**src/rtl/router_top.sv**
```systemverilog
`default_nettype none
// router_top -- 1x3 byte-serial packet router, three DEPTH-entry output FIFOs (rev 1.0).
// Optional `define SOFT_RESET_EN: flush a port whose data sits unread for TIMEOUT cycles.
module router_top #(
  parameter int DEPTH = 16
`ifdef SOFT_RESET_EN
  , parameter int TIMEOUT = 30
`endif
) (
  input  logic       clock,
  input  logic       resetn,
  input  logic       read_enb_0,
  input  logic       read_enb_1,
  input  logic       read_enb_2,
  input  logic       pkt_valid,
  input  logic [7:0] data_in,
  output logic       vld_out_0,
  output logic       vld_out_1,
  output logic       vld_out_2,
  output logic       err,
  output logic       busy,
  output logic [7:0] data_out_0,
  output logic [7:0] data_out_1,
  output logic [7:0] data_out_2
);
  localparam int AW = (DEPTH > 1) ? $clog2(DEPTH) : 1;
  localparam int CW = $clog2(DEPTH + 1);

  localparam logic [2:0] DA  = 3'd0;
  localparam logic [2:0] WTE = 3'd1;
  localparam logic [2:0] LFD = 3'd2;
  localparam logic [2:0] LD  = 3'd3;
  localparam logic [2:0] FFS = 3'd4;
  localparam logic [2:0] LAF = 3'd5;
  localparam logic [2:0] LP  = 3'd6;
  localparam logic [2:0] CPE = 3'd7;

  logic [2:0] state, state_nx;
  logic [1:0] addr_q;
  logic [7:0] hdr_q, hold_q, par_q, calc_q;
  logic       hold_par_q, hold_pend_q;
  logic [2:0] read_enb, full_v, empty_v, wr_en, flush;
  logic       hdr_empty, tgt_full, tgt_empty, tgt_flush;
  logic       we;
  logic [7:0] wdata;

  assign read_enb = {read_enb_2, read_enb_1, read_enb_0};

  always_comb begin
    hdr_empty = 1'b0;
    case (data_in[1:0])
      2'd0:    hdr_empty = empty_v[0];
      2'd1:    hdr_empty = empty_v[1];
      2'd2:    hdr_empty = empty_v[2];
      default: hdr_empty = 1'b0;
    endcase
    tgt_full  = 1'b0;
    tgt_empty = 1'b0;
    tgt_flush = 1'b0;
    case (addr_q)
      2'd0:    begin tgt_full = full_v[0]; tgt_empty = empty_v[0]; tgt_flush = flush[0]; end
      2'd1:    begin tgt_full = full_v[1]; tgt_empty = empty_v[1]; tgt_flush = flush[1]; end
      2'd2:    begin tgt_full = full_v[2]; tgt_empty = empty_v[2]; tgt_flush = flush[2]; end
      default: ;
    endcase
  end

  always_ff @(posedge clock or negedge resetn) begin
    if (!resetn) state <= DA;
    else         state <= state_nx;
  end

  always_comb begin
    state_nx = state;
    case (state)
      DA:  if (pkt_valid && data_in[1:0] != 2'd3) state_nx = hdr_empty ? LFD : WTE;
      WTE: if (tgt_empty) state_nx = LFD;
      LFD: state_nx = LD;
      LD:  if (tgt_full) state_nx = FFS;
           else if (!pkt_valid) state_nx = LP;
      FFS: if (!tgt_full) state_nx = LAF;
      // Reached from CPE with nothing held: the wait only stalls the next header.
      LAF: if (!hold_pend_q) state_nx = DA;
           else if (hold_par_q) state_nx = CPE;
           else state_nx = LD;
      LP:  state_nx = CPE;
      CPE: state_nx = tgt_full ? FFS : DA;
      default: state_nx = DA;
    endcase
    if (tgt_flush && state != DA) state_nx = DA;
  end

  always_comb begin
    busy  = !(state == DA || state == LD);
    we    = 1'b0;
    wdata = 8'h00;
    case (state)
      LFD: begin we = 1'b1; wdata = hdr_q; end
      LD:  if (!tgt_full && pkt_valid) begin we = 1'b1; wdata = data_in; end
      LAF: if (hold_pend_q) begin we = 1'b1; wdata = hold_q; end
      LP:  begin we = 1'b1; wdata = par_q; end
      default: ;
    endcase
  end

  always_ff @(posedge clock or negedge resetn) begin
    if (!resetn) begin
      addr_q      <= 2'd0;
      hdr_q       <= 8'h00;
      hold_q      <= 8'h00;
      par_q       <= 8'h00;
      calc_q      <= 8'h00;
      hold_par_q  <= 1'b0;
      hold_pend_q <= 1'b0;
      err         <= 1'b0;
    end else begin
      case (state)
        DA: if (pkt_valid && data_in[1:0] != 2'd3) begin
          addr_q <= data_in[1:0];
          hdr_q  <= data_in;
        end
        LFD: begin
          err         <= 1'b0;
          calc_q      <= hdr_q;
          hold_pend_q <= 1'b0;
        end
        LD: begin
          if (tgt_full) begin
            hold_q      <= data_in;
            hold_par_q  <= !pkt_valid;
            hold_pend_q <= 1'b1;
          end else if (pkt_valid) begin
            calc_q <= calc_q ^ data_in;
          end
          if (!pkt_valid) par_q <= data_in;
        end
        LAF: if (hold_pend_q) begin
          hold_pend_q <= 1'b0;
          if (!hold_par_q) calc_q <= calc_q ^ hold_q;
        end
        CPE: if (calc_q != par_q) err <= 1'b1;
        default: ;
      endcase
    end
  end

  for (genvar i = 0; i < 3; i++) begin : g_fifo
    logic [7:0]    mem [DEPTH];
    logic [AW-1:0] wp, rp;
    logic [CW-1:0] cnt;
    logic [7:0]    dout;
    logic          do_wr, do_rd;

    assign wr_en[i]   = we && (addr_q == 2'(i));
    assign empty_v[i] = (cnt == '0);
    assign full_v[i]  = (cnt == CW'(DEPTH));
    assign do_wr      = wr_en[i] && !full_v[i] && !flush[i];
    assign do_rd      = read_enb[i] && !empty_v[i] && !flush[i];

    always_ff @(posedge clock) begin
      if (do_wr) mem[wp] <= wdata;
    end

    always_ff @(posedge clock or negedge resetn) begin
      if (!resetn) begin
        wp   <= '0;
        rp   <= '0;
        cnt  <= '0;
        dout <= 8'h00;
      end else if (flush[i]) begin
        wp  <= '0;
        rp  <= '0;
        cnt <= '0;
      end else begin
        if (do_wr) wp <= (wp == AW'(DEPTH - 1)) ? '0 : wp + 1'b1;
        if (do_rd) begin
          dout <= mem[rp];
          rp   <= (rp == AW'(DEPTH - 1)) ? '0 : rp + 1'b1;
        end
        if (do_wr && !do_rd)      cnt <= cnt + 1'b1;
        else if (!do_wr && do_rd) cnt <= cnt - 1'b1;
      end
    end
  end

`ifdef SOFT_RESET_EN
  localparam int TW = $clog2(TIMEOUT + 1);
  for (genvar i = 0; i < 3; i++) begin : g_soft
    logic [TW-1:0] tcnt;
    logic          stall;
    assign stall    = !empty_v[i] && !read_enb[i];
    assign flush[i] = stall && (tcnt == TW'(TIMEOUT - 1));
    always_ff @(posedge clock or negedge resetn) begin
      if (!resetn)                tcnt <= '0;
      else if (stall && !flush[i]) tcnt <= tcnt + 1'b1;
      else                        tcnt <= '0;
    end
  end
`else
  assign flush = 3'b000;
`endif

  assign vld_out_0  = !empty_v[0];
  assign vld_out_1  = !empty_v[1];
  assign vld_out_2  = !empty_v[2];
  assign data_out_0 = g_fifo[0].dout;
  assign data_out_1 = g_fifo[1].dout;
  assign data_out_2 = g_fifo[2].dout;
endmodule
`default_nettype wire

```
**config.mk**
```make
export PLATFORM = sky130hd
export DESIGN_NAME = router_top
export DESIGN_NICKNAME = d
export VERILOG_FILES = /design/src/rtl/router_top.sv
export SDC_FILE = /design/constraint.sdc
export NUM_CORES = 1
export LEC_CHECK = 0
export BUFFER_PORTS_ARGS = -buffer_cell sky130_fd_sc_hd__buf_2
export CORE_MARGIN = 4
export CORE_UTILIZATION = 56
export DETAILED_ROUTE_END_ITERATION = 6
export PLACE_DENSITY_LB_ADDON = 0.2
export SETUP_SLACK_MARGIN = 0.5
export SYNTH_ARGS = -nofsm -noshare
export SYNTH_HDL_FRONTEND = slang
export SYNTH_SLANG_ARGS = --single-unit
export TNS_END_PERCENT = 50
```
**constraint.sdc**
```tcl
create_clock -name clock -period 3.3 [get_ports clock]
set_input_delay 0.495 -clock clock [delete_from_list [all_inputs] [get_ports clock]]
set_output_delay 0.495 -clock clock [all_outputs]
set_load 0.02 [all_outputs]
```
After elaboration in Yosys (flattened, before gate mapping)
Memory sizes are Yosys's and may differ from the RTL's. A register that Yosys moved wholly into a read port is not among the register bits.
Index checks and enable logic that the tools add are counted.
- add/subtract/negate cells: 12
- $mul: 0
- div/mod/pow operators: 0
- magnitude comparators: 0
- eq/ne operators: 32
- shift-type cells: 0
- muxes and demuxes: 46
- bitwise gates (word level): 3
- reductions and logical operators: 57
- operator list (kind ; number):
    $mux W8 ; 6
    $pmux W8 S4 ; 1
    $mux W5 ; 6
    $add A4 B1 Y4 const B ; 6
    $eq A4 B4 Y1 const B ; 6
    $mux W3 ; 8
    $mux W4 ; 6
    $pmux W3 S8 ; 1
    $pmux W8 S3 ; 1
    $ne A2 B2 Y1 const B ; 10
    $logic_not A1 Y1 ; 18
    $logic_and A1 B1 Y1 ; 17
    $xor A8 B8 Y8 ; 2
    $add A5 B1 Y5 const B ; 3
    $eq A5 B5 Y1 const B ; 3
    $logic_not A5 Y1 ; 3
    $sub A5 B1 Y5 const B ; 3
    $eq A3 B3 Y1 const B ; 4
    $pmux W1 S3 ; 4
    $mux W1 ; 10
    $reduce_and A2 Y1 ; 5
    $reduce_bool A2 Y1 ; 5
    $ne A8 B8 Y1 ; 1
    $eq A3 B2 Y1 const B ; 2
    other kinds (14) ; 19
- bits in registers: 79
- latch bits: 0
- RAM bits: 384
- ROM bits: 0
- input port bits: 14
- memories kept: 3
- memories (memory ; words ; bits a word ; rd ports ; clocked after memory_dff ; write ports ; RTL line ; source):
    g_fifo[0].mem ; 16 ; 8 ; 1 ; 1 ; 1 ; 148 ; logic [7:0] mem [DEPTH];
    g_fifo[1].mem ; 16 ; 8 ; 1 ; 1 ; 1 ; 148 ;
    g_fifo[2].mem ; 16 ; 8 ; 1 ; 1 ; 1 ; 148 ;

Longest topological paths before layout
- depth in word-level cells: 12
- gate-level depth with buffers: 14

Worst setup path before layout
No wires, ideal clock.
- path type: register -> register
- start: register g_fifo[1].cnt[1]
- end: register g_fifo[2].cnt[4]
- setup time: 79 ps
- arrival time: 3177 ps
- path slack: 44 ps
- stages on the path, launching flop included: 14
- cell sequence: dfrtp_1 or4_4 o311ai_4 o211a_4 nor3_2 buf_2 ha_1 inv_1 ha_1 nor2b_1 o21a_1 or3_1 a21oi_1 xor2_1
- word-level cells in the longest chain between the ends: 11
- RTL lines (item ; RTL line ; source):
    from (decl) ; 150 ; logic [CW-1:0] cnt;
    from (signal assigned) ; 180 ; if (do_wr && !do_rd) cnt <= cnt + 1'b1;
    from (signal assigned) ; 181 ; else if (!do_wr && do_rd) cnt <= cnt - 1'b1;
    $eq A5 B5 Y1 (*) ; 156 ; assign full_v[i] = (cnt == CW'(DEPTH));
    $pmux W1 S3 (*) ; 60 ; case (addr_q)
    $logic_not A1 Y1 (*) ; 99 ; LD: if (!tgt_full && pkt_valid) begin we = 1'b1; wdata = data_in; end
    $logic_and A1 B1 Y1 (*) ; 99 ;
    $mux W1 (*) ; 99 ;
    $pmux W1 S3 (*) ; 97 ; case (state)
    $logic_and A1 B1 Y1 (*) ; 154 ; assign wr_en[i] = we && (addr_q == 2'(i));
    $logic_and A1 B1 Y1 (*) ; 157 ; assign do_wr = wr_en[i] && !full_v[i] && !flush[i];
    named net g_fifo[2].do_wr ; 152 ; logic do_wr, do_rd;
    $logic_not A1 Y1 ; 181 ;
    $logic_and A1 B1 Y1 ; 181 ;
    $reduce_bool A2 Y1 (no line) ; n/a ;
    to (signal assigned) ; 180 ;
    to (signal assigned) ; 181 ;
    to (decl) ; 150 ;
The timed path passes the listed nets; every way through them passes the cells marked *.
A chain may end at the register's enable or synchronous reset.

Worst setup path in the final report
- start: register g_fifo[1].cnt[0]
- end: register g_fifo[2].cnt[4]
- word-level cells in the longest chain between the ends: 11
- RTL lines (item ; RTL line):
    $eq A5 B5 Y1 (*) ; 156
    $pmux W1 S3 (*) ; 60
    $logic_not A1 Y1 (*) ; 99
    $logic_and A1 B1 Y1 (*) ; 99
    $mux W1 (*) ; 99
    $pmux W1 S3 (*) ; 97
    $logic_and A1 B1 Y1 (*) ; 154
    $logic_and A1 B1 Y1 (*) ; 157
    $logic_not A1 Y1 ; 181
    $logic_and A1 B1 Y1 ; 181
    $reduce_bool A2 Y1 (no line) ; n/a
Every way passes the cells marked *; elsewhere a longest branch is shown, timed or not.

==> metrics.txt <==
status complete, no violations; fin crit share 90.7%; sequential area share after synthesis 69.4%; later-pin clock latency in the skew report 0.58 ns; Netlist cell types 60; Final #Nets 1289; Final Skew 0.0193 ns; Post-synth EDFFs 384; LEAKAGE 8.43 nW; worst r2r dst g_fifo[2].cnt[4]$_DFFE_PN0P_; Ant. Diodes 0; unrepaired setup endpoints after global routing yes; synth top area cells edfxtp_1 57%, dfrtp_1 12%, mux4_2 11%; clk sinks 485; Pwr Density 944 mW/mm^2; Arr. time, crit path 3.50 ns; DRC viols 0; Worst IR Drop VDD 674 uV; most frequent cell after synthesis edfxtp_1; max frequency 0.334 GHz; Startpoint Class flip-flop; slew margin rel. 30.7%; global-route wire length before repair 65.4 mm; CTS buffer count 50; minimum clock period 2.99 ns; Yosys reg bits 485; Clk pin slew, worst setup/hold paths 0.06 ns; Placement Rows 69; post-route ant nets 0; area leader, netlist edfxtp_1; I/O Pins between 40 and 50; Slew Viols, Final 0; Avg WL per Cell 23.9 microns; Fin. Hold Viols 0; worst slew pin tran 1.03 ns; Critical path origin g_fifo[1].cnt[0]$_DFFE_PN0P_; Ys Warns 0; global route total overflow 0; H-tree levels 2; GRT Resource Usage Total 21.9%; Crit. End Element flip-flop; layout cells sized above 1 26.9%; I/O Buffers 42; initial antenna violation count 0; Max FO, Critical Path 4; die height 198 microns; Vias/cell ~6; initial core utilization 56.8%; Hold WC Path Type in2async; syn_nets between 1k and 1.5k; Area Growth Syn to Fin 14.5%; Fillers 2492; syn avg cell area 17.6 sq um; Die Width 198 microns; # setup viols final 0; DPL Wire Length 25.7 mm; critical path class reg2reg; vias in the first global route about 11k; synthesized area 0.0203 sq mm; GP Congestion about 0.78; total core area 0.0357 sq mm; largest net degree at the start of global routing 63; Worst Reg-to-Reg Cells 12; Yosys top cell area share 56.9%; Synth Instances 1152; CTS root buf clkbuf_16; crit path capture g_fifo[2].cnt[4]$_DFFE_PN0P_; Multi-input gate area 0.00605 sq mm; sequential cell area 0.0141 sq mm; vias post-DR 10.7k; Layout Cells excl Fill 1746; origin of the critical flop-to-flop path g_fifo[1].cnt[0]$_DFFE_PN0P_; drt pass-1 iters 5; WP data required 3.80 ns; CTS tree done; MaxCap Viol Count 0; top cells by count, synth 384 x edfxtp_1, 101 x dfrtp_1, 96 x mux4_2; area of the die 0.0393 sq mm; top_reg_cell synth edfxtp_1; DR iter-0 viols 806; WL final 41.8 mm; Clock Tree Buf Depth 3; setup TNS 0 ns; FFs w/ async S/R, synth 20.8%; DP Cell Count 1640; reg-to-reg slack, setup 0.31 ns
-- layout make-up --
type,instances,share of cell area (%)
Sequential cell,485,60.7
Timing Repair Buffer,96,2.83
Clock inverter,30,1.69
Multi-Input combinational cell,580,26.1
Inverter,30,0.518
Clock buffer,64,5.71
Tap cell,461,2.49
-- cells by family after synthesis --
kind of cell             after synthesis  share of synthesized area (%)
multiplexers                         193                           15.7
AO/OA/AOI/OAI                        153                           5.30
adder cells (fa/ha/maj)               32                           2.09
buffers and inverters                 87                           1.76
flip-flops                           485                           69.4
AND/OR/NAND/NOR                      175                           4.61
XOR/XNOR                              27                           1.17
-- what timing repair did --
| item | in CTS | in global routing |
|---|---|---|
| resized for setup | 4 | 20 |
| gates cloned | 0 | 0 |
| setup buffers | 6 | 6 |
| pin swaps | 10 | 8 |
| hold buffers | 0 | 0 |
| hold endpoints to repair | 0 | 0 |
| setup endpoints to repair | 294 | 350 |
-- worst min-delay path by stage --
stage                              startpoint                         to  slack (ns)  cells after the start
global placement    data_out_2[7]$_DFFE_PN0P_  data_out_2[7]$_DFFE_PN0P_        0.46                      1
CTS                                    resetn  data_out_1[1]$_DFFE_PN0P_        0.02                      1
detailed placement  data_out_0[2]$_DFFE_PN0P_  data_out_0[2]$_DFFE_PN0P_        0.46                      1
finish                                 resetn  data_out_1[1]$_DFFE_PN0P_       0.001                      1
floorplan                              resetn      addr_q[0]$_DFFE_PN0P_        0.20                      0
global route                           resetn  data_out_1[3]$_DFFE_PN0P_        0.06                      1
-- metrics by stage --
| step | instance area [sq um] | worst slack [ns] | util, % | total power, mW | hold slack [ns] |
|---|---|---|---|---|---|
| floorplan | 20300 | 0.149 | - | 13.8 | 0.199 |
| CTS | 23000 | 0.315 | 64.6 | 21.9 | 0.0210 |
| global placement | 21200 | 0.222 | 59.6 | 15.8 | 0.456 |
| finish | 23200 | 0.307 | 65.0 | 21.9 | 0.000999 |
| detailed placement | 21200 | 0.175 | 59.6 | 16.0 | 0.461 |
| global route | 23200 | 0.201 | 65.0 | 23.1 | 0.0557 |
-- flip-flops by register name, summed over array words and instances, names as in the netlist, 12 cells and up --
name	count
g_fifo.rp	12
g_fifo.cnt	15
g_fifo.mem	384
g_fifo.wp	12
-- metal layers --
layer	GRT usage [%]	vias up	wire length (microns)
met5	0	-	0
met4	5.59	0	784
met3	3.44	58	2100
met2	36.2	295	20800
met1	31.2	5556	18100
li1	-	4786	-
-- cell usage in the layout (no fill, tap or decap), types with 6 or more instances in the layout --
| master | count |
|---|---|
| edfxtp_1 | 384 |
| a21o_1 | 31 |
| dfrtp_2 | 8 |
| mux2i_1 | 65 |
| nand3_1 | 9 |
| ha_4 | 7 |
| o21ai_0 | 19 |
| inv_1 | 26 |
| o22ai_1 | 41 |
| ha_1 | 22 |
| nor4_1 | 6 |
| bufinv_16 | 8 |
| xnor2_1 | 11 |
| and3_1 | 32 |
| a221oi_1 | 8 |
| xor2_1 | 16 |
| buf_2 | 41 |
| clkinvlp_4 | 7 |
| dfrtp_1 | 93 |
| a21oi_1 | 16 |
| clkinv_2 | 6 |
| buf_4 | 52 |
| nor3_1 | 7 |
| mux2_2 | 30 |
| mux4_2 | 96 |
| clkbuf_16 | 51 |
| nand2b_1 | 6 |
| and2_1 | 6 |
| clkbuf_1 | 13 |
| nand2_1 | 35 |
| nor2b_1 | 7 |
| a221o_4 | 6 |
| nor2_1 | 39 |
-- report_power, final --
group	switching, mW	internal (mW)	total, mW	leakage [nW]
Sequential	0.879	8.07	8.95	4.76
Clock	2.34	3.49	5.83	0.814
Combinational	3.93	3.17	7.10	2.86
Total	7.15	14.7	21.9	8.43
-- critical path, cell delays in order, from the launching register on --
cell and delay [ns]:
dfrtp_1 0.38, or4_4 0.56, o311ai_4 0.27, o211a_4 0.26
nor3_4 0.07, ha_4 0.17, inv_4 0.06, ha_4 0.18
nor2b_1 0.12, o21a_1 0.19, or3_1 0.36, a21oi_2 0.15
xor2_1 0.14
(Power assumes the default switching activity.)
